<file path="src/rtl/fir_pkg.sv">
// Shared types and modulo-N ring helpers for the time-multiplexed FIR
// sequencer and its models.
package fir_pkg;

  typedef enum logic [2:0] {CLEAR, IDLE, RUN, DRAIN, DONE} seq_state_t;

  // Wrap is an explicit compare so N need not be a power of two.
  function automatic int ring_next(input int h, input int n);
    return (h == n - 1) ? 0 : h + 1;
  endfunction

  function automatic int ring_sub(input int h, input int k, input int n);
    return (h >= k) ? h - k : h + n - k;
  endfunction

endpackage

</file>
<file path="src/rtl/fir_ring_addr.sv">
// Delay-line read address: the sample written k accepts before the one at
// head, wrapped modulo NUMBER_OF_TAPS.
module fir_ring_addr
  import fir_pkg::*;
#(
  parameter  int NUMBER_OF_TAPS = 64,
  localparam int COUNTER_BITS   = $clog2(NUMBER_OF_TAPS)
) (
  input  logic [COUNTER_BITS-1:0] head,
  input  logic [COUNTER_BITS-1:0] count,
  output logic [COUNTER_BITS-1:0] addr
);

  assign addr = COUNTER_BITS'(ring_sub(int'(head), int'(count), NUMBER_OF_TAPS));

endmodule

</file>
<file path="src/rtl/fir_mac_sequencer.sv">
// Control sequencer for a single shared MAC sweeping all FIR taps over a
// circular sample RAM: clear ring, accept sample, sweep taps, drain, present.
module fir_mac_sequencer
  import fir_pkg::*;
#(
  parameter  int NUMBER_OF_TAPS = 64,
  parameter  int MAC_LATENCY    = 2,
  localparam int COUNTER_BITS   = $clog2(NUMBER_OF_TAPS)
) (
  input  logic                    clk,
  input  logic                    rst,
  input  logic                    in_valid,
  output logic                    in_ready,
  output logic                    wr_en,
  output logic                    wr_zero,
  output logic [COUNTER_BITS-1:0] wr_addr,
  output logic [COUNTER_BITS-1:0] rd_addr,
  output logic [COUNTER_BITS-1:0] current_count,
  output logic                    acc_clear,
  output logic                    acc_en,
  output logic                    out_valid,
  input  logic                    out_ready,
  output logic                    busy
);

  localparam logic [COUNTER_BITS-1:0] LAST     = COUNTER_BITS'(NUMBER_OF_TAPS - 1);
  localparam logic [3:0]              LAT_LAST = 4'((MAC_LATENCY > 0) ? MAC_LATENCY - 1 : 0);

  seq_state_t              state, state_n;
  logic [COUNTER_BITS-1:0] cnt, cnt_n;
  logic [COUNTER_BITS-1:0] head, head_n, head_inc;
  logic [COUNTER_BITS-1:0] tap;
  logic [3:0]              lat, lat_n;

  always_ff @(posedge clk) begin
    if (rst) begin
      state <= CLEAR;
      cnt   <= '0;
      head  <= LAST;
      lat   <= '0;
    end else begin
      state <= state_n;
      cnt   <= cnt_n;
      head  <= head_n;
      lat   <= lat_n;
    end
  end

  assign head_inc = COUNTER_BITS'(ring_next(int'(head), NUMBER_OF_TAPS));

  // Outside RUN the tap is forced to 0 so rd_addr rests on head.
  assign tap = (state == RUN) ? cnt : '0;

  fir_ring_addr #(.NUMBER_OF_TAPS(NUMBER_OF_TAPS)) u_ring_addr (
    .head  (head),
    .count (tap),
    .addr  (rd_addr)
  );

  always_comb begin
    state_n       = state;
    cnt_n         = cnt;
    head_n        = head;
    lat_n         = lat;
    in_ready      = 1'b0;
    wr_en         = 1'b0;
    wr_zero       = 1'b0;
    wr_addr       = '0;
    current_count = '0;
    acc_clear     = 1'b0;
    acc_en        = 1'b0;
    out_valid     = 1'b0;
    busy          = 1'b1;
    unique case (state)
      CLEAR: begin
        wr_en   = 1'b1;
        wr_zero = 1'b1;
        wr_addr = cnt;
        if (cnt == LAST) begin
          cnt_n   = '0;
          head_n  = LAST;
          state_n = IDLE;
        end else begin
          cnt_n = cnt + 1'b1;
        end
      end
      IDLE: begin
        in_ready = 1'b1;
        busy     = 1'b0;
        wr_addr  = head_inc;
        if (in_valid) begin
          wr_en   = 1'b1;
          head_n  = head_inc;
          cnt_n   = '0;
          state_n = RUN;
        end
      end
      RUN: begin
        current_count = cnt;
        acc_en        = 1'b1;
        acc_clear     = (cnt == '0);
        if (cnt == LAST) begin
          cnt_n   = '0;
          lat_n   = '0;
          state_n = (MAC_LATENCY == 0) ? DONE : DRAIN;
        end else begin
          cnt_n = cnt + 1'b1;
        end
      end
      DRAIN: begin
        if (lat == LAT_LAST) state_n = DONE;
        else                 lat_n   = lat + 1'b1;
      end
      DONE: begin
        out_valid = 1'b1;
        if (out_ready) state_n = IDLE;
      end
      default: state_n = CLEAR;
    endcase
  end

endmodule
</file>
<file path="config.mk">
export PLATFORM = sky130hd
export DESIGN_NAME = fir_mac_sequencer
export DESIGN_NICKNAME = d
export VERILOG_FILES = /design/src/rtl/fir_pkg.sv /design/src/rtl/fir_ring_addr.sv /design/src/rtl/fir_mac_sequencer.sv
export SDC_FILE = /design/constraint.sdc
export NUM_CORES = 1
export LEC_CHECK = 0
export BUFFER_PORTS_ARGS = -buffer_cell sky130_fd_sc_hd__buf_4
export CAP_MARGIN = 20
export CELL_PAD_IN_SITES_DETAIL_PLACEMENT = 0
export CELL_PAD_IN_SITES_GLOBAL_PLACEMENT = 1
export CORE_ASPECT_RATIO = 1.25
export CORE_MARGIN = 1
export CORE_UTILIZATION = 43
export CTS_CLUSTER_DIAMETER = 50
export DETAILED_ROUTE_END_ITERATION = 6
export GPL_TIMING_DRIVEN = 0
export PLACE_DENSITY = 0.89
export SKIP_CTS_REPAIR_TIMING = 1
export SLEW_MARGIN = 20
export SYNTH_ARGS = -nofsm -noshare
export SYNTH_HDL_FRONTEND = slang
export SYNTH_SLANG_ARGS = --single-unit
</file>
<file path="constraint.sdc">
create_clock -name clk -period 3.32 [get_ports clk]
set_input_delay 0.166 -clock clk [delete_from_list [all_inputs] [get_ports clk]]
set_output_delay 0.166 -clock clk [all_outputs]
set_load 0.01 [all_outputs]
</file>
==> flow_results.org, run 1 <==
** Outcome
- Result of the run :: complete, no violations

** Routing
- Count of vias placed by the detailed router :: about 1500
- In this run the remaining antenna-violating nets after routing total 0.
- Router iterations before antenna repair :: 4
- After detailed routing, the average wire length per cell comes to 14.4 um.
- Summed over all layers, the routed wires come to roughly 3800 um.
- DR vias/cell :: 5.82
- Iter 0 DRT Violations :: 26
- For this run, design rule violations remaining after detail routing come to 0.

** Clock tree
- Clock-pin slew was measured on the worst setup and hold paths at roughly 80 ps.
- Clock tree from TritonCTS :: yes
- In this run the number of H-tree levels came out at 1.
- Clk Latency, worst-skew pair :: 260 ps
- Number of buffers inserted during clock tree synthesis :: 3
- Clock Path Buffers :: 2
- Sinks on Clock Net :: 19
- CTS placed an instance of sky130_fd_sc_hd__clkbuf_8 at the clock tree root.

** Floorplanning
- Number of core rows :: 23
- I/O Pins :: 29
- Core area :: about 3300 um2
- Y dimension of the die :: 67.7 um
- The initial utilization of the core area, before any placement, comes to 0.457.
- Die X :: 54.6 um
- Die area :: about 3700 um2

** Global route
- Global-route wire length before repair :: slightly above 6000 um
- Entering global routing, the biggest net connects 12 pins.
- Total routing usage reported by global routing :: 0.231
- The number of global-route vias before repair came to around 1400.
- The initial antenna violation count came to 0.
- Leftover overflow at the end of global routing :: 0

** Timing
- Clock skew on the completed layout was measured at between 5 and 6 ps.
- Of the available clock period, the critical path in the final layout requires 0.845.
- Based on the critical path, the design can be clocked at up to 356 MHz.
- At the pin with the least slew margin, the transition time is 614 ps.
- Final hold vios :: 0
- The number of pins exceeding their max-slew limit in the final report was 0.
- Counting I/O delays and the setup requirement, the final critical path takes 2810 ps.
- Final-report setup violation count :: 0
- Setup repair after global routing left no endpoint under its margin.
- After routing, the total negative slack on setup checks comes to 0 ps.
- Measured against its own limit, the worst slew margin works out to 0.589.

** Finish
- The finished cells cover around 1800 um2.
- Relative to the synthesized area, the layout overhead comes to 20.4%.
- Of the cells placed in the final design, the portion with a size suffix greater than 1 is 0.202.
- 0 antenna diodes ended up in the layout.
- Final net count :: 240
- Post-Layout Cell Count :: 260

** Setup path
- Setup slack of the worst register-to-register path :: roughly 1600 ps
- At the worst endpoint, the arrival time is roughly 2600 ps.
- The number of cells on the worst reg-to-reg path is 5.
- End of the critical path :: rd_addr[5]
- STA classifies the critical path endpoint as a primary output.
- On the critical path the largest part of the delay comes from simple AND/OR/NAND/NOR gates.
- The startpoint identified for the worst register-to-register timing path is cnt[0].
- Capture instance of the worst register-to-register path :: head[3]
- Data required time of the worst path :: roughly 3200 ps
- CP startpoint kind :: flop
- Walking the worst path, the cells encountered are buf_2, nor3b_2, nand2_1, ha_1, nor2b_1, o31a_1, o22ai_1, xnor2_1, buf_4.
- Crit path buffers/inverters :: 2
- The slowest stage of the critical path belongs to the cell sky130_fd_sc_hd__nor3b_2.
- The critical path is of the reg2out type.
- Source of the critical timing path :: state[0]
- Critical path depth :: 9
- In this run the worst path has a maximum fanout of 9.
- For this run, the slowest stage of the critical path takes roughly 550 ps.

** Logic synthesis
- Synthesized area per cell :: about 7.8 um2
- In the synthesized netlist the dominant register cell turns out to be sky130_fd_sc_hd__dfxtp_1.
- Summing every instance area after synthesis gives between 1000 and 1500 um2.
- The share of the Yosys chip area taken by registers is 0.256.
- Warnings from Yosys :: 0
- Async set-or-reset flop fraction in the synthesized netlist :: 0
- Post-synthesis cell count :: around 190
- Number of enable flip-flop cells after synthesis :: 0
- Number of flip-flops and latches in the synthesized netlist :: 19
- Yosys cell types :: 53
- Counting every net in the synthesized netlist gives just over 200.

** Power and ir drop
- For this design the static power due to leakage is ~0.8 nW.
- Across the VDD grid, the largest voltage drop is 0.000181 V.
- Dividing total power by cell area gives a power density of ~250 nW/um2.

** Worst hold path
- The path class of the tightest hold or removal check is in2reg.

** Placement
- Cell area after placement :: 1740 um2
- After legalization and detailed placement, the total HPWL measured just under 3000 um.
- Input and output buffers added on the ports amount to 28.
- In this run, placement finished with an instance count of between 200 and 300.
- The congestion estimate from routability-driven global placement came to ~0.87.

** Job
- Across the run, the number of max-cap violations was 0.
==> per-layer routing <==
metal	vias to the layer above	global-route usage	part of all wire
li1	740	-	-
met1	714	0.291	0.43
met2	51	0.384	0.50
met3	7	0.0203	0.054
met4	0	0.112	0.017
met5	-	0	0
==> report_power, final <==
part | leakage (nW) | switching, mW | internal, mW
combinational | 0.618 | 0.0195 | 0.0175
clock | 0.0255 | 0.0822 | 0.0837
sequential | 0.154 | 0.00514 | 0.231
==> per-stage QoR <==
step,setup WS [ps],hold slack [ps],power [mW],util
6_report,513,218,0.439,0.550
3_3_place_gp,818,467,0.277,0.536
4_1_cts,460,216,0.443,0.550
5_1_grt,313,252,0.453,0.550
3_5_place_dp,763,493,0.278,0.536
2_1_floorplan,1110,344,0.263,-
==> cell type report <==
class / instances / area (um2)
fill: 341 / 1460
multi-input combinational: 144 / 988
clock buffer: 3 / 41.3
inverter: 18 / 67.6
buffer: 10 / 48.8
sequential: 19 / 380
tap: 37 / 46.3
clock inverter: 1 / 5.00
timing repair buffer: 28 / 210
==> cell families after synthesis <==
kind of cell | count (synthesis) | share of synthesized area
simple gates | 69 | 0.254
xor+xnor | 9 | 0.0531
mux | 3 | 0.0211
flops | 19 | 0.256
compound gates | 51 | 0.232
fa+ha+maj | 12 | 0.106
buf+inv | 28 | 0.0783
==> worst min path at each step <==
stage / start / to / slack (ps) / cells past startpoint
2_1_floorplan: in_valid / state[1] / 340 / 2
3_3_place_gp: lat[3] / lat[3] / 470 / 2
3_5_place_dp: out_ready / state[2] / 490 / 4
4_1_cts: out_ready / state[2] / 220 / 4
5_1_grt: out_ready / state[2] / 250 / 4
6_report: out_ready / state[2] / 220 / 4
==> flip-flops by register name (all words and copies together), names as in the netlist <==
name	count
cnt	6
state	3
lat	4
head	6
==> Yosys cell counts, types with 2 or more instances <==
cell	number	area, um2
sky130_fd_sc_hd__a211oi_1	4	30.0
sky130_fd_sc_hd__a21o_1	4	30.0
sky130_fd_sc_hd__a21oi_1	12	60.1
sky130_fd_sc_hd__a31oi_1	2	12.5
sky130_fd_sc_hd__and2_1	3	18.8
sky130_fd_sc_hd__buf_2	3	15.0
sky130_fd_sc_hd__clkbuf_1	5	18.8
sky130_fd_sc_hd__dfxtp_1	19	380
sky130_fd_sc_hd__ha_1	11	138
sky130_fd_sc_hd__inv_1	18	67.6
sky130_fd_sc_hd__mux2i_1	2	20.0
sky130_fd_sc_hd__nand2_1	12	45.0
sky130_fd_sc_hd__nand3_1	7	35.0
sky130_fd_sc_hd__nand3b_1	4	30.0
sky130_fd_sc_hd__nor2_1	21	78.8
sky130_fd_sc_hd__nor3_1	3	15.0
sky130_fd_sc_hd__nor3b_1	2	15.0
sky130_fd_sc_hd__nor4b_1	2	17.5
sky130_fd_sc_hd__o21a_1	2	15.0
sky130_fd_sc_hd__o21ai_0	10	50.1
sky130_fd_sc_hd__o22ai_1	2	12.5
sky130_fd_sc_hd__o31ai_1	2	15.0
sky130_fd_sc_hd__or2_2	2	12.5
sky130_fd_sc_hd__or3_1	2	12.5
sky130_fd_sc_hd__or4_1	2	15.0
sky130_fd_sc_hd__xnor2_1	8	70.1
==> cells in the final DEF, fill, tap and decap left out, types with 2 or more instances in the layout <==
cell                        n
sky130_fd_sc_hd__nor3b_1    2
sky130_fd_sc_hd__nor2_1    21
sky130_fd_sc_hd__nand2_1   12
sky130_fd_sc_hd__buf_4     28
sky130_fd_sc_hd__or4_1      2
sky130_fd_sc_hd__inv_1     18
sky130_fd_sc_hd__and2_1     3
sky130_fd_sc_hd__a21o_1     4
sky130_fd_sc_hd__or3_1      2
sky130_fd_sc_hd__nor3_1     3
sky130_fd_sc_hd__o31ai_1    2
sky130_fd_sc_hd__or2_2      2
sky130_fd_sc_hd__xnor2_1    8
sky130_fd_sc_hd__o21ai_0   10
sky130_fd_sc_hd__clkbuf_1   5
sky130_fd_sc_hd__a211oi_1   4
sky130_fd_sc_hd__a21oi_1   12
sky130_fd_sc_hd__mux2i_1    2
sky130_fd_sc_hd__nor4b_1    2
sky130_fd_sc_hd__dfxtp_1   19
sky130_fd_sc_hd__nand3b_1   4
sky130_fd_sc_hd__ha_1      11
sky130_fd_sc_hd__buf_2      3
sky130_fd_sc_hd__o22ai_1    2
sky130_fd_sc_hd__o21a_1     2
sky130_fd_sc_hd__clkbuf_8   3
sky130_fd_sc_hd__nand3_1    7
sky130_fd_sc_hd__a31oi_1    2
==> tightest hold or removal path, stage by stage <==
cell and delay, ps:
sky130_fd_sc_hd__buf_4 110, sky130_fd_sc_hd__inv_1 40, sky130_fd_sc_hd__a2bb2oi_1 60, sky130_fd_sc_hd__nor2_1 70
Power figures use the tool's default switching activity.
==> run 2: changes to the inputs <==
--- a/config.mk
+++ b/config.mk
@@ -11,11 +11,11 @@
 export CELL_PAD_IN_SITES_GLOBAL_PLACEMENT = 1
 export CORE_ASPECT_RATIO = 1.25
 export CORE_MARGIN = 1
-export CORE_UTILIZATION = 43
+export CORE_UTILIZATION = 40
 export CTS_CLUSTER_DIAMETER = 50
 export DETAILED_ROUTE_END_ITERATION = 6
 export GPL_TIMING_DRIVEN = 0
-export PLACE_DENSITY = 0.89
+export PLACE_DENSITY = 0.84
 export SKIP_CTS_REPAIR_TIMING = 1
 export SLEW_MARGIN = 20
 export SYNTH_ARGS = -nofsm -noshare
==> constraint.sdc (replaced) <==
create_clock -name clk -period 2.7 [get_ports clk]
set_input_delay 0.135 -clock clk [delete_from_list [all_inputs] [get_ports clk]]
set_output_delay 0.135 -clock clk [all_outputs]
set_load 0.01 [all_outputs]
==> flow_results.org, run 2 (synthesized netlist as in run 1, its figures left out) <==
** Finish
- Commonest cells after routing, fill and taps aside :: sky130_fd_sc_hd__buf_4 (31), sky130_fd_sc_hd__nor2_1 (21), sky130_fd_sc_hd__dfxtp_1 (19)
- Design area :: 1820 um2
- From synthesis to final layout, the design area changed by 22.4%.
- The count of cells in the finished layout, fillers not included, comes to roughly 270.
- The number of antenna diodes in the final layout is 0.
- Once layout is complete, the utilization of the core stands at 0.517.
- The library cell used most frequently in the layout, excluding fill and tap cells, is sky130_fd_sc_hd__buf_4.
- In the final layout, the registers with the most flip-flops are cnt: 6 flops, head: 6 flops, lat: 4 flops.
- Final net count :: ~240
- In the final layout, the share of cells above drive strength 1 is 0.208.

** Floorplanning
- The floorplan step defined a die boundary enclosing slightly below 4000 um2.
- In this run the standard cell core region covers around 3500 um2.
- Y dimension of the die :: between 70 and 80 um
- Die X :: about 57 um
- Number of core rows :: 24
- I/O Pins :: 29
- Initial standard-cell utilization of the core :: 0.423

** Placement
- At the end of routability-driven placement, the weighted congestion stood at 0.780.
- In this run the tool buffered the top-level ports with 28 buffer cells.
- Counting tap cells, the placed design contains a total of 258 instances.
- Cell area after placement :: 1740 um2
- After legalization and detailed placement, the total HPWL measured between 3000 and 4000 um.

** Routing
- The pre-antenna-repair detailed-routing pass consisted of 5 iterations.
- Post-detailed-route wirelength per cell :: 15.1 um
- DR vias/cell :: approximately 5.7
- Wires add up to ~4000 um.
- Across all layers, the routed design uses between 1500 and 2000 vias.
- Post-route DRC :: 0
- The count of nets left with antenna violations once routing finished came out at 0.
- Iter 0 DRT Violations :: 36

** Setup path
- Setup slack of the worst register-to-register path :: between 800 and 900 ps
- STA classifies the critical path endpoint as a primary output.
- Reg2Reg Launch Point :: cnt[0]
- Arrival time of data at the critical path endpoint :: about 2400 ps
- The worst register-to-register path has a depth of 5.
- In this run the critical register-to-register path is captured at head[3].
- Data required time of the worst path :: between 2000 and 3000 ps
- CP startpoint kind :: flop
- By startpoint and endpoint, the worst setup path is classified as reg2out.
- Along the worst path, the maximum fanout reaches 10.

** Clock tree
- Sinks on Clock Net :: 19
- The later pin in the worst-skew pair is clocked with a latency of 260 ps.
- TritonCTS built the clock tree.
- In this run the number of H-tree levels came out at 1.
- Clock-pin slew was measured on the worst setup and hold paths at about 70 ps.
- Number of buffers inserted during clock tree synthesis :: 3
- Clock Path Buffers :: 2
- The tree is rooted in a sky130_fd_sc_hd__clkbuf_8.

** Timing
- Summed over all failing endpoints, the final setup total negative slack is 0 ps.
- Based on the critical path, the design can be clocked at up to 401 MHz.
- Setup violations remaining at the end of the flow were counted as 0.
- Across the routed clock network, the largest skew measured is roughly 2.0 ps.
- The routed design could run at a clock period as short as approximately 2500 ps.
- Setup repair after global routing missed its margin :: no
- Worst max-slew margin expressed relative to the limit :: 0.665
- Final hold vios :: 0
- Final max-slew violation count :: 0
- Worst-Margin Slew :: ~500 ps
- Dividing the final minimum period by the clock period gives 0.924.

** Power and ir drop
- VDD sags by at most around 0.00021 V.
- Clock share of power :: 0.373
- Of the total power, the share spent switching nets is 0.237.
- The analysis attributes to net switching a power of roughly 130 uW.
- Static leakage :: between 0.8 and 0.9 nW
- Power per standard cell area :: between 200 and 300 nW/um2
- Of the total power, registers draw 0.541.
- Internal power :: approximately 400 uW
- The share of total power dissipated in combinational logic is 0.086.

** Outcome
- Result of the run :: complete, no violations

** Job
- The tool flagged a number of max-cap violations equal to 0.

** Global route
- For this run the aggregate overflow at the end of global routing stands at 0.
- Global-route wire length before repair :: 6760 um
- Initial antenna violation count :: 0
- Total routing usage reported by global routing :: 0.217
- Number of global-route vias before repair :: around 1500
- Entering global routing, the biggest net connects 11 pins.

** Worst hold path
- Cell depth of the worst hold path :: 4
- The worst hold path belongs to the class in2reg.
- The path with the worst hold slack has its endpoint at state[2].
- In this run the most critical hold path is launched from out_ready.
## run 2: critical path, stage by stage (launching register included)
cell	delay, ps
sky130_fd_sc_hd__dfxtp_1	320
sky130_fd_sc_hd__buf_6	130
sky130_fd_sc_hd__nor3b_4	140
sky130_fd_sc_hd__buf_4	170
sky130_fd_sc_hd__and2_1	170
sky130_fd_sc_hd__ha_1	210
sky130_fd_sc_hd__fa_1	410
sky130_fd_sc_hd__inv_1	70
sky130_fd_sc_hd__a21o_1	120
sky130_fd_sc_hd__a21oi_1	70
sky130_fd_sc_hd__xnor2_1	140
sky130_fd_sc_hd__buf_4	140
## run 2: how the worst max path moves through the flow
stage	slack (ps)	to	cells after the start	startpoint
6_report	200	rd_addr[4]	11	state[1]
5_1_grt	50	rd_addr[4]	11	state[1]
4_1_cts	-180	rd_addr[5]	9	state[0]
3_5_place_dp	140	rd_addr[5]	9	state[0]
3_3_place_gp	220	rd_addr[5]	9	state[0]
2_1_floorplan	520	rd_addr[4]	9	state[0]
## run 2: per-stage QoR
stage | hold WS [ps] | total power [mW] | setup WS [ps]
after detailed placement | 459 | 0.343 | 139
final | 193 | 0.538 | 204
after global routing | 208 | 0.560 | 49.3
after CTS | 191 | 0.542 | -185
after global placement | 447 | 0.340 | 223
after floorplan | 313 | 0.323 | 520
## run 2: layout make-up
cell class | count | area, um2
Multi-Input combinational cell | 144 | 995
Sequential cell | 19 | 380
Timing Repair Buffer | 31 | 233
Inverter | 18 | 67.6
Buffer | 10 | 48.8
Clock buffer | 4 | 45.0
Tap cell | 39 | 48.8
Fill cell | 338 | 1700
## run 2: power by group through the flow
stage | logic [mW] | registers [mW] | clock network (mW)
final | 0.0464 | 0.291 | 0.201
after global routing | 0.0513 | 0.291 | 0.217
after CTS | 0.0461 | 0.290 | 0.206
after detailed placement | 0.0458 | 0.297 | 0
after global placement | 0.0437 | 0.297 | 0
after floorplan | 0.0288 | 0.294 | 0
## run 2: metal layers
| layer | part of all wire | wire length (um) | track usage |
|---|---|---|---|
| met4 | 0.018 | 72 | 0.0976 |
| met2 | 0.51 | 2040 | 0.391 |
| met1 | 0.44 | 1760 | 0.255 |
| met5 | 0 | 0 | 0 |
| met3 | 0.033 | 132 | 0.0185 |
==> run 3: changes to the inputs <==
==> constraint.sdc (replaced) <==
create_clock -name clk -period 2.7 [get_ports clk]
set_input_delay 0.81 -clock clk [delete_from_list [all_inputs] [get_ports clk]]
set_output_delay 0.81 -clock clk [all_outputs]
set_load 0.01 [all_outputs]
==> flow_results.org, run 3 (synthesized netlist as in run 1, its figures left out) <==
** Setup path
- In this design, the largest share of critical-path delay is due to buffers and inverters.
- The critical path runs through a total of 10 cells.
- Along the worst path, the maximum fanout reaches 8.
- In this run the critical register-to-register path is captured at head[3].
- The critical path in this run is classified as reg2out.
- STA puts the critical path data required time at between 1500 and 2000 ps.
- On the worst path, the slowest cell contributes a delay of 320 ps.
- The worst register-to-register path begins at cnt[3].
- The worst setup path is captured at a primary output.
- Across all register-to-register paths, the minimum setup slack is 900 ps.
- Cell breakdown of the critical path :: buf_6, nor3b_4, buf_6, nand2_2, ha_4, o21a_1, o31a_1, o22ai_2, xnor2_1, buf_4
- The number of cells on the worst reg-to-reg path is 5.
- Worst path most repeated cell :: sky130_fd_sc_hd__buf_6
- Critical path's slowest cell :: sky130_fd_sc_hd__dfxtp_2
- Data on the critical path arrives at its endpoint at approximately 2200 ps.
- The worst setup path is launched from a flop.
- Together, buffers and inverters on the worst path number 3.

** Power and ir drop
- Of the total power, the share spent switching nets is 0.234.
- VDD sags by at most about 0.00027 V.
- Sequential share of power :: 0.542
- Power per standard cell area :: 270 nW/um2
- Of the total power, the clock network draws 0.373.
- Cell internal power was estimated by the tool at approximately 400 uW.
- Logic pwr share :: 0.086
- Total power for the finished layout comes to approximately 540 uW.
- Static leakage :: 0.880 nW
- In this run the power spent charging and discharging nets is 125 uW.

** Routing
- Remaining antenna violation count after routing :: 0
- The first TritonRoute pass finished after 4 iterations.
- Summing over every cut layer, the via total after detailed routing is 1520.
- Post-route DRC :: 0
- Total length of routed wires :: approximately 4100 um
- The detailed router finished its first iteration with between 60 and 70 violations.
- DR vias/cell :: between 5 and 6
- Dividing the detail-routed wire length by the instance count gives 15.0 um.

** Finish
- In the layout the commonest cells are sky130_fd_sc_hd__buf_4 (36), sky130_fd_sc_hd__nor2_1 (21), sky130_fd_sc_hd__dfxtp_1 (17).
- With fillers left out, the area of the finished cells amounts to roughly 2000 um2.
- Filler cells :: approximately 330
- Most frequent standard cell in the layout excluding fill and tap cells :: sky130_fd_sc_hd__buf_4
- At the end of the flow, the number of nets in the layout was 250.
- Leaving out filler cells and counting taps, the final layout contains 272.
- In the final layout, the registers with the most flip-flops are cnt: 6 flops, head: 6 flops, lat: 4 flops.
- Antenna diode instance count :: 0
- Utilization after layout :: 0.565
- Of the cells placed in the final design, the portion with a size suffix greater than 1 is 0.318.
- Layout-stage area growth over the synthesis result :: 33.7%

** Timing
- Final hold analysis gives a worst-case slack of around 500 ps.
- The number of pins exceeding their max-slew limit in the final report is 0.
- Final hold vios :: 0
- Setup repair after global routing missed its margin :: yes
- Derived from the worst setup path, the maximum achievable clock frequency is between 300 and 400 MHz.
- Tcrit/Tclk final :: 1.11
- Post-layout minimum cycle time :: 3000 ps
- Summed over all failing endpoints, the final setup total negative slack is -879 ps.
- Min setup slack post-route :: -299 ps
- For the pin with the worst max-slew slack, the measured transition is 523 ps.
- Between clock sinks in the finished design, the worst skew comes to roughly 7.3 ps.
- Worst max-slew margin expressed relative to the limit :: 0.651
- Final-report setup violation count :: 5

** Clock tree
- After clock tree synthesis, the clock-pin slew on the worst setup and hold paths is 70 ps.
- Clk Latency, worst-skew pair :: between 200 and 300 ps
- Clock tree synthesis selected as its root buffer the cell sky130_fd_sc_hd__clkbuf_8.
- No sink is reached through more buffers than the 2 on the longest clock path.
- Clock tree synthesis found a total of 19 sinks.
- Clock tree synthesis inserted a total of 3 buffers.
- Clock tree from TritonCTS :: yes
- In this run the number of H-tree levels came out at 1.

** Placement
- Post-Place Cells :: around 260
- Routability-driven placement finished with a final weighted congestion of around 0.9.
- Buffers added on ports :: 28
- Dpl ws :: -250 ps
- HPWL after detailed placement :: just over 3000 um
- Summing all placed instances gives a cell area of approximately 1800 um2.

** Global route
- Entering global routing, the biggest net connects 11 pins.
- Across every metal layer, demand over resource in global routing totals 0.212.
- Initial antenna violation count :: 0
- The first global-routing pass estimated about 6800 um of wire.
- Leftover overflow at the end of global routing :: 0
- The number of global-route vias before repair came to 1494.

** Floorplanning
- The initial utilization of the core area, before any placement, comes to 0.423.
- Core area :: 3510 um2
- Pin placement for this block handled 29 I/O pins.
- Number of core rows :: 24
- Die area :: slightly below 4000 um2
- Y dimension of the die :: about 70 um
- Die X :: about 57 um

** Worst hold path
- Worst hold path endpoint :: lat[3]
- The worst hold path passes through 2 cells.
- Hold Path Class :: reg2reg
- Hold path startpoint :: lat[3]

** Outcome
- Result of the run :: complete, but fails checks
- The final reports fail on negative setup slack.

** Job
- The tool flagged a number of max-cap violations equal to 0.
==> run 3: cell types whose count changed in the layout (fill, tap and decap cells not counted), moves of 3 or more <==
cell,change
sky130_fd_sc_hd__buf_4,+5
sky130_fd_sc_hd__nand2_1,-3
sky130_fd_sc_hd__buf_6,+3
sky130_fd_sc_hd__ha_4,+4
sky130_fd_sc_hd__ha_1,-4
==> run 3: layout make-up <==
class                      instances  area [um2]  area share
tap                               39        48.8      0.0246
timing repair buffer              39         304       0.153
clock buffer                       4        45.0      0.0227
sequential                        19         383       0.193
inverter                          18        67.6      0.0340
buffer                             9        46.3      0.0233
multi-input combinational        144        1090       0.549
==> run 3: worst max path at each step <==
| stage | start | endpoint |
|---|---|---|
| 2_1_floorplan | state[0] | rd_addr[5] |
| 3_3_place_gp | state[1] | rd_addr[5] |
| 3_5_place_dp | state[1] | rd_addr[5] |
| 4_1_cts | state[1] | rd_addr[5] |
| 5_1_grt | state[1] | rd_addr[5] |
| 6_report | state[1] | rd_addr[5] |
==> run 3: routing by layer <==
metal,track usage,vias up,wire (um),part of all wire
li1,-,761,-,-
met1,0.236,702,1690,0.41
met2,0.400,50,2180,0.53
met3,0.0296,7,171,0.042
met4,0.0732,0,54,0.013
met5,0,-,0,0
==> run 3: worst min-delay path: stages (launching register included) <==
cell and delay [ps]:
sky130_fd_sc_hd__dfxtp_1 320, sky130_fd_sc_hd__o21ai_0 80, sky130_fd_sc_hd__a21oi_1 60
==> run 3: power groups by stage <==
stage,logic [mW],registers (mW),clock network [mW]
2_1_floorplan,0.0288,0.294,0
3_3_place_gp,0.0444,0.297,0
3_5_place_dp,0.0455,0.297,0
6_report,0.0459,0.290,0.200
5_1_grt,0.0529,0.292,0.216
4_1_cts,0.0458,0.290,0.203
